`src/rtl/alu_sort_sequencer.sv`:
```
// Sequencer for the SORT extension: bubble-sorts an N-entry buffer of 32-bit words
// in ascending unsigned order by driving the EX-stage ALU's min/max operations.
module alu_sort_sequencer #(
  parameter int N     = 4,
  parameter int IDX_W = 2
) (
  input  logic             clk,
  input  logic             rst,
  input  logic             start,
  input  logic             load_en,
  input  logic [IDX_W-1:0] load_idx,
  input  logic [31:0]      load_data,
  input  logic [IDX_W-1:0] rd_idx,
  output logic [31:0]      rd_data,
  output logic [3:0]       alu_cmd,
  output logic [31:0]      alu_val1,
  output logic [31:0]      alu_val2,
  input  logic [31:0]      alu_result,
  output logic             busy,
  output logic             done
);

  localparam logic [3:0] CMD_NOP = 4'b0000;
  localparam logic [3:0] CMD_MIN = 4'b1110;
  localparam logic [3:0] CMD_MAX = 4'b1111;

  // Last pass index; one extra bit keeps the N-2-p subtraction from wrapping.
  localparam logic [IDX_W:0] LAST_P = (IDX_W + 1)'(N - 2);

  typedef enum logic [1:0] {
    IDLE,
    MIN,
    MAX,
    DONE
  } state_t;

  state_t             state_reg, state_next;
  logic [IDX_W-1:0]   p_reg, p_next;
  logic [IDX_W-1:0]   i_reg, i_next;
  logic [31:0]        min_r_reg, min_r_next;
  logic [31:0]        mem_reg  [N];
  logic [31:0]        mem_next [N];

  logic [IDX_W-1:0]   i_plus1;
  logic [IDX_W:0]     i_limit;

  assign i_plus1 = i_reg + 1'b1;
  assign i_limit = LAST_P - {1'b0, p_reg};

  always_ff @(posedge clk) begin
    if (rst) begin
      state_reg <= IDLE;
      p_reg     <= '0;
      i_reg     <= '0;
      min_r_reg <= '0;
      for (int k = 0; k < N; k++) begin
        mem_reg[k] <= '0;
      end
    end else begin
      state_reg <= state_next;
      p_reg     <= p_next;
      i_reg     <= i_next;
      min_r_reg <= min_r_next;
      for (int k = 0; k < N; k++) begin
        mem_reg[k] <= mem_next[k];
      end
    end
  end

  // Next-state and pass/index sequencing.
  always_comb begin
    state_next = state_reg;
    p_next     = p_reg;
    i_next     = i_reg;
    min_r_next = min_r_reg;
    case (state_reg)
      IDLE: begin
        if (start) begin
          state_next = MIN;
          p_next     = '0;
          i_next     = '0;
        end
      end
      MIN: begin
        min_r_next = alu_result;
        state_next = MAX;
      end
      MAX: begin
        if ({1'b0, i_reg} < i_limit) begin
          i_next     = i_plus1;
          state_next = MIN;
        end else if ({1'b0, p_reg} < LAST_P) begin
          p_next     = p_reg + 1'b1;
          i_next     = '0;
          state_next = MIN;
        end else begin
          state_next = DONE;
        end
      end
      DONE: begin
        state_next = IDLE;
      end
      default: begin
        state_next = IDLE;
      end
    endcase
  end

  // Buffer writes: software loads only in IDLE; the exchange lands in MAX.
  always_comb begin
    for (int k = 0; k < N; k++) begin
      mem_next[k] = mem_reg[k];
      if (state_reg == IDLE && load_en && load_idx == IDX_W'(k)) begin
        mem_next[k] = load_data;
      end
      if (state_reg == MAX && i_reg == IDX_W'(k)) begin
        mem_next[k] = min_r_reg;
      end
      if (state_reg == MAX && i_plus1 == IDX_W'(k)) begin
        mem_next[k] = alu_result;
      end
    end
  end

  // Outputs decode from registered state only; alu_result never reaches a port.
  always_comb begin
    alu_cmd  = CMD_NOP;
    alu_val1 = '0;
    alu_val2 = '0;
    busy     = 1'b0;
    done     = 1'b0;
    case (state_reg)
      MIN: begin
        alu_cmd  = CMD_MIN;
        alu_val1 = mem_reg[i_reg];
        alu_val2 = mem_reg[i_plus1];
        busy     = 1'b1;
      end
      MAX: begin
        alu_cmd  = CMD_MAX;
        alu_val1 = mem_reg[i_reg];
        alu_val2 = mem_reg[i_plus1];
        busy     = 1'b1;
      end
      DONE: begin
        done = 1'b1;
      end
      default: begin
        alu_cmd = CMD_NOP;
      end
    endcase
  end

  assign rd_data = mem_reg[rd_idx];

endmodule

```
`config.mk`:
```
export PLATFORM = sky130hd
export DESIGN_NAME = alu_sort_sequencer
export DESIGN_NICKNAME = d
export VERILOG_FILES = /design/src/rtl/alu_sort_sequencer.sv
export SDC_FILE = /design/constraint.sdc
export NUM_CORES = 1
export LEC_CHECK = 0
export CELL_PAD_IN_SITES_DETAIL_PLACEMENT = 1
export CELL_PAD_IN_SITES_GLOBAL_PLACEMENT = 2
export CORE_ASPECT_RATIO = 0.5
export CORE_MARGIN = 2
export CORE_UTILIZATION = 40
export DETAILED_ROUTE_END_ITERATION = 10
export GPL_TIMING_DRIVEN = 1
export HOLD_SLACK_MARGIN = 0.02
export PLACE_DENSITY = 0.88
export RECOVER_POWER = 50
export SETUP_SLACK_MARGIN = 0.15
export SYNTH_ARGS = -nofsm -noshare
export SYNTH_HDL_FRONTEND = slang
export SYNTH_SLANG_ARGS = --single-unit
```
`constraint.sdc`:
```
create_clock -name clk -period 5.16 [get_ports clk]
set_input_delay 1.032 -clock clk [delete_from_list [all_inputs] [get_ports clk]]
set_output_delay 1.032 -clock clk [all_outputs]
set_load 0.02 [all_outputs]
```
Yosys cells after proc, flatten, opt, wreduce, memory -nomap -nowiden
Memories as Yosys holds them, arrays and structs flattened. A register that Yosys moved wholly into a read port is not among the register bits. Cells that the tools add are included.

Word-level logic and storage cells: 96. Input bits: 72. Memories: 1. Output and inout bits: 102. Register bits after elaboration: 38. RAM bits: 128.

Memory list: mem_reg (depth 4, width 32, rd ports 3, clocked after memory_dff 1, write ports 4, line 41) `logic [31:0] mem_reg [N];`.

Add/subtract/negate cells: 3. Bitwise operators: 4. Eq/ne operators: 20. Mux-type cells: 37. Reduce and logical (&&, ||, !) cells: 25. Order comparisons: 2.

Operators with widths (count): $mux 32 (18); $mux 2 (10); $eq 2x2->1 const B (8); $ne 3x3->1 const B (5); $logic_and 1x1->1 (13); $eq 2x1->1 const B (4); $logic_not 2->1 (4); $pmux 2 s2 (2); $pmux 2 s4 (1); $pmux 4 s2 (1); $reduce_and 2->1 (4); $ne 2x2->1 const B (3); $mux 1 (5); $add 2x1->2 const B (2); $or 1x1->1 (4); $reduce_and 4->1 (1); $lt 2x3->1 (1); $reduce_and 3->1 (1); $sub 2x2->3 const A (1); $lt 2x2->1 const B (1); $reduce_bool 2->1 (1); $reduce_or 2->1 (1).

Logic depth before layout (Yosys ltp)
Gate-level depths: netlist of the first run.

Depth in word-level cells: 7. Mapped depth: 10. Gate-level depth less buffers: 8.

Worst setup path after synthesis of the first run
OpenSTA, ideal clock, no wires.

Kind: reg-to-output. Start: register i_reg[0]. End: output port alu_val2[12]. Arrival: 2.388 ns. Stages on the path, launching flop included: 9. Buffers on the path: 4. Slack: 1.740 ns. Required time: 4.128 ns. Cell sequence: dfxtp_1 -> buf_6 -> clkbuf_1 -> inv_1 -> ha_1 -> buf_2 -> buf_2 -> mux4_2 -> and2_1.

Longest elaborated chain between the ends: 3.

RTL lines: from (decl) (line 39) `logic [IDX_W-1:0] i_reg, i_next;`; from (signal assigned) (line 62) `i_reg <= i_next;`; $add 2x1->2 (line 47) `assign i_plus1 = i_reg + 1'b1;`; $mem_v2 4x32; $mux 32; to (decl) (line 17) `output logic [31:0] alu_val2,`.

Every way passes these cells.

==> results.sh, run 1 <==
export IMPL_status="finished with violations"
export IMPL_violations="max-capacitance violations, max-slew violations"
export IMPL_grt_pass1_vias=9886
export IMPL_slew_violations=91
export IMPL_r2r_start="i_reg[0]"
export IMPL_cts_buffers_inserted=17
export IMPL_avgSynthCellArea_sq_um=11.9
export IMPL_synth_cells=955
export IMPL_crit_arrival_ps=4620
export IMPL_synthArstFlopShare_pct=0
export IMPL_final_period_utilization_pct=88.8
export IMPL_ant_nets=0
export IMPL_place_area_sq_um=13400
export IMPL_initial_core_util_pct=40.9
export IMPL_cts_tree="built"
export IMPL_viasPerCell=6.43
export IMPL_area_growth_pct=22.4
export IMPL_worst_r2r_cell_count=6
export IMPL_yosysTopAreaCell="edfxtp_1"
export IMPL_worstPathMaxFanout=38
export IMPL_min_path_cells=2
export IMPL_rrSetupSlack_ps=580
export IMPL_ys_ff_latch=168
export IMPL_initialDrtViolationCount=834
export IMPL_clkTransAtPathRegs_ps=60
export IMPL_track_usage_pct=27.2
export IMPL_wl_per_cell_um=27.7
export IMPL_ys_warnings_count=0
export IMPL_hp_class="reg -> reg"
export IMPL_startpoint_type="flip-flop"
export IMPL_clk_latency_ps=460
export IMPL_synth_distinct_cells=42
export IMPL_coreArea_sq_um=27900
export IMPL_finalHoldViolCount=0
export IMPL_firstDrtPassIters=5
export IMPL_period_needed_ps=4580
export IMPL_num_fill_cells=2888
export IMPL_ys_seq_area_share_pct=40.8
export IMPL_tns_ps=0
export IMPL_synth_flop_cell="edfxtp_1"
export IMPL_largest_reg_flops=128
export IMPL_clockRootBuffer="clkbuf_16"
export IMPL_h_tree_depth=4
export IMPL_synth_top_cell_area_share_pct=33.8
export IMPL_antenna_found_initial=1
export IMPL_cap_violations=3
export IMPL_syn_nets=1039
export IMPL_layout_drive_gt1_share_pct=18.3
export IMPL_final_area_sq_um=13900
export IMPL_ys_top_cells_by_count="edfxtp_1, nor2_1, mux4_2"
export IMPL_hpwl_um=25100
export IMPL_peakVddDrop_uv=295
export IMPL_r2r_end="mem_reg[2][7]"
export IMPL_rsz0062_at_grt="no"
export IMPL_slew_limit_headroom_pct=-54.3
export IMPL_std_cell_rows=43
export IMPL_hold_path_end="min_r_reg[23]"
export IMPL_via_count=9365
export IMPL_die_h_um=123
export IMPL_io_pins=174
export IMPL_finalClockSkew_ps=7.99
export IMPL_syn_area_sq_um=11400
export IMPL_holdCritStartpoint="min_r_reg[23]"
export IMPL_fmax_mhz=218
export IMPL_worstSetupPathType="reg -> reg"
export IMPL_synth_area_leaders="edfxtp_1, mux4_2, dfxtp_1"
export IMPL_cts_max_path_buffers=2
export IMPL_yosysMostFrequentCell="edfxtp_1"
export IMPL_die_w_um=243
export IMPL_ctsResizeCount=0
export IMPL_io_buffer_count=173
export IMPL_setup_viol=0
export IMPL_nNetsFinal=1145
export IMPL_post_cts_buffers=0
export IMPL_grt_pass1_wl_um=60500
export IMPL_cts_sinks=168
export IMPL_required_ps=5200
export IMPL_cts_hold_buf=0
export IMPL_end_kind="flip-flop"
export IMPL_gp_congestion=0.852
export IMPL_post_route_drc_count=0
export IMPL_cellPowerDensity_nw_per_um2=349
export IMPL_synth_edf_count=128
export IMPL_overflow=0
export IMPL_grt_start_max_net_pins=78
export IMPL_worst_slew_pin_slew_ps=2310
export IMPL_wl_um=40400
export IMPL_power_leakage_nw=4.93
export IMPL_die_area_sq_um=29900
[power breakdown]
part           internal (mW)  switching [mW]
Clock                  0.743           0.552
Combinational          0.824           0.943
Sequential              1.65           0.160
[kinds of logic (layout without fill, tap and decap cells)]
| group | count (synthesis) | after routing | synth area share (%) |
|---|---|---|---|
| simple gates | 258 | 258 | 11.2 |
| compound gates | 211 | 211 | 14.5 |
| mux | 192 | 192 | 27.8 |
| flops | 168 | 168 | 40.8 |
| buf+inv | 114 | 233 | 4.37 |
| fa+ha+maj | 12 | 12 | 1.32 |
| other cells | 0 | 1 | 0 |
[final cells by class]
type                            count  area, sq um  area share, %
Multi-Input combinational cell    673         6310           45.3
Sequential cell                   168         4650           33.4
Timing Repair Buffer              193         1880           13.5
Clock buffer                       26          520           3.74
Tap cell                          382          478           3.43
Clock inverter                      6         62.6          0.449
Inverter                            8         30.0          0.216
Antenna cell                        1         2.50         0.0180
[per-stage QoR]
step           cells  utilization (%)  power [mW]  hold slack, ps  setup slack (ps)
2_1_floorplan    955                -        2.86             501              1740
3_3_place_gp    1424             48.1        3.53             540              1220
3_5_place_dp    1424             48.1        3.59             557              1200
4_1_cts         1456             50.2        4.87             566               751
5_1_grt         1456             50.0        5.05             594               366
6_report        1457             50.0        4.87             563               580
[worst max path at each step]
stage / start / endpoint / slack [ps] / cells past startpoint
after global routing: i_reg[0] / mem_reg[2][25] / 370 / 6
after CTS: i_reg[1] / alu_val2[5] / 750 / 6
after floorplan: i_reg[0] / alu_val2[12] / 1740 / 8
after global placement: rd_idx[0] / rd_data[10] / 1220 / 4
final: i_reg[0] / mem_reg[2][7] / 580 / 6
after detailed placement: rd_idx[0] / rd_data[5] / 1200 / 4
[per-layer routing]
layer  GRT usage, %  up-vias  wire length (um)
met5              0        -                 0
met3           5.34       50              2740
met4           8.86        0               727
met2           47.2      395             20200
li1               -     3985                 -
met1           34.7     4935             16700
[critical path, stage by stage, from the launching register on]
cell and delay (ps):
dfxtp_1 320, clkbuf_2 720, ha_1 550, nand2_1 140, clkbuf_2 900, nand3_1 830
clkbuf_2 680
[placed cells by master (no fill, tap or decap), types with 38 or more instances in the layout]
cell	count
and2_1	64
nor2_1	99
a22o_1	64
dfxtp_1	38
a22oi_1	64
mux2i_1	64
edfxtp_1	128
mux4_2	96
nand2_1	38
clkdlybuf4s50_1	167
No activity file was read; power rests on OpenSTA's default activity.
==> inputs of run 2 (changes only) <==
- SKIP_LAST_GASP: not set -> 1
==> results of run 2 <==
Same layout as run 1: the final DEF is identical, and so are final timing and power.
==> inputs of run 3 (changes only) <==
- REMOVE_ABC_BUFFERS: not set -> 1
==> run 3 against run 2 <==
The flow still finishes with violations (max-capacitance violations, max-slew violations). Maximum frequency down 2.1%. Setup slack worse by 99 ps. First-iteration DRC count up 30%. Via count up 1.6%. Clock power down 6%. Wire length up 1.6%. Hold slack better by 3.9 ps. Design area down 0.31%. Critical path type is now in -> reg. Highest routed layer unchanged.
==> results.sh, run 3 (synthesized netlist as in run 1, its figures left out) <==
export IMPL_period_needed_ps=4680
export IMPL_violations="max-capacitance violations, max-slew violations"
export IMPL_std_cell_rows=43
export IMPL_required_ps=5260
export IMPL_ant_nets=0
export IMPL_cts_max_path_buffers=2
export IMPL_via_count=9517
export IMPL_final_area_sq_um=13900
export IMPL_wl_um=41000
export IMPL_track_usage_pct=27.4
export IMPL_clk_latency_ps=450
export IMPL_place_area_sq_um=13400
export IMPL_rsz0062_at_grt="no"
export IMPL_hpwl_um=24700
export IMPL_cellPowerDensity_nw_per_um2=346
export IMPL_ctsResizeCount=0
export IMPL_finalHoldViolCount=0
export IMPL_worst_slew_pin_slew_ps=2910
export IMPL_cap_violations=5
export IMPL_grt_start_max_net_pins=69
export IMPL_grt_pass1_vias=10100
export IMPL_overflow=0
export IMPL_wl_per_cell_um=28.1
export IMPL_final_period_utilization_pct=90.7
export IMPL_setup_viol=0
export IMPL_finalClockSkew_ps=12.1
export IMPL_h_tree_depth=4
export IMPL_die_area_sq_um=29900
export IMPL_clkTransAtPathRegs_ps=60
export IMPL_grt_pass1_wl_um=60800
export IMPL_post_route_drc_count=0
export IMPL_cts_tree="built"
export IMPL_power_leakage_nw=4.90
export IMPL_final_cell_mix="clkdlybuf4s50_1, edfxtp_1, nor2_1"
export IMPL_cts_hold_buf=0
export IMPL_io_pins=174
export IMPL_coreArea_sq_um=27900
export IMPL_worst_slack_ps=480
export IMPL_io_buffer_count=173
export IMPL_antenna_found_initial=2
export IMPL_slew_limit_headroom_pct=-93.7
export IMPL_hp_class="reg -> reg"
export IMPL_nNetsFinal=1147
export IMPL_num_fill_cells=2902
export IMPL_end_kind="flip-flop"
export IMPL_die_w_um=243
export IMPL_cts_sinks=168
export IMPL_cts_buffers_inserted=17
export IMPL_fmax_mhz=214
export IMPL_initial_core_util_pct=40.9
export IMPL_final_common_cell="clkdlybuf4s50_1"
export IMPL_area_growth_pct=22.0
export IMPL_layout_drive_gt1_share_pct=17.9
export IMPL_clockRootBuffer="clkbuf_16"
export IMPL_post_cts_buffers=0
export IMPL_crit_arrival_ps=4780
export IMPL_initialDrtViolationCount=1086
export IMPL_slew_violations=165
export IMPL_peakVddDrop_uv=240
export IMPL_whs_ps=567
export IMPL_viasPerCell=6.52
export IMPL_gp_congestion=0.835
export IMPL_die_h_um=123
export IMPL_worstPathMaxFanout=57
export IMPL_pre_cts_ws_ps=1230
export IMPL_status="finished with violations"
export IMPL_firstDrtPassIters=6
export IMPL_worstSetupPathType="in -> reg"
export IMPL_startpoint_type="primary input"
export IMPL_largest_reg_flops=128
-- run 3: cell types whose count changed in the layout (fill, tap and decap cells not counted), moves of 2 or more --
cell | previous run | this run
clkinvlp_4 | 3 | 0
clkbuf_8 | 4 | 2
buf_4 | 14 | 16
clkbuf_1 | 5 | 11
clkinv_1 | 0 | 2
-- run 3: metrics by stage --
| stage | setup TNS, ps | std cells | utilization, % | power [mW] |
|---|---|---|---|---|
| floorplan | -5540 | 849 | - | 2.79 |
| global route | 0 | 1460 | 49.8 | 4.98 |
| global placement | 0 | 1426 | 48.1 | 3.54 |
| detailed placement | 0 | 1426 | 48.1 | 3.59 |
| CTS | 0 | 1458 | 50.0 | 4.79 |
| finish | 0 | 1460 | 49.8 | 4.81 |
-- run 3: critical path: stages --
cell and delay (ps):
clkbuf_1 710, clkbuf_2 1060, nand2b_1 1540, o32ai_1 360
-- run 3: path summary, 6_finish.rpt --
path                                       end  depth (start not counted)  slack [ps]    startpoint
worst max-delay path            mem_reg[3][30]                          4         480           rst
worst min register to register    min_r_reg[5]                          2         570  min_r_reg[5]
worst max register to register  mem_reg[2][21]                          7         540      i_reg[0]
worst min-delay path              min_r_reg[5]                          2         570  min_r_reg[5]
-- run 3: area by class of cell --
type	count	area, sq um	share of cell area (%)
Timing Repair Buffer	195	1880	13.5
Multi-Input combinational cell	673	6320	45.5
Clock inverter	6	52.6	0.378
Inverter	8	30.0	0.216
Antenna cell	2	5.00	0.0360
Clock buffer	26	479	3.45
Tap cell	382	478	3.44
Sequential cell	168	4650	33.5
-- run 3: report_power, final --
group          internal (mW)  total (mW)  switching, mW  leakage (nW)
clock                  0.684        1.22          0.532         0.261
sequential              1.65        1.80          0.155          1.67
combinational          0.826        1.79          0.962          2.97
-- run 3: per-layer routing --
| metal | vias up | track usage (%) | part of all wire, % |
|---|---|---|---|
| li1 | 3979 | - | - |
| met1 | 4969 | 34.7 | 41 |
| met2 | 480 | 47.1 | 49 |
| met3 | 89 | 5.97 | 7.1 |
| met4 | 0 | 9.32 | 2.3 |
| met5 | - | 0 | 0 |
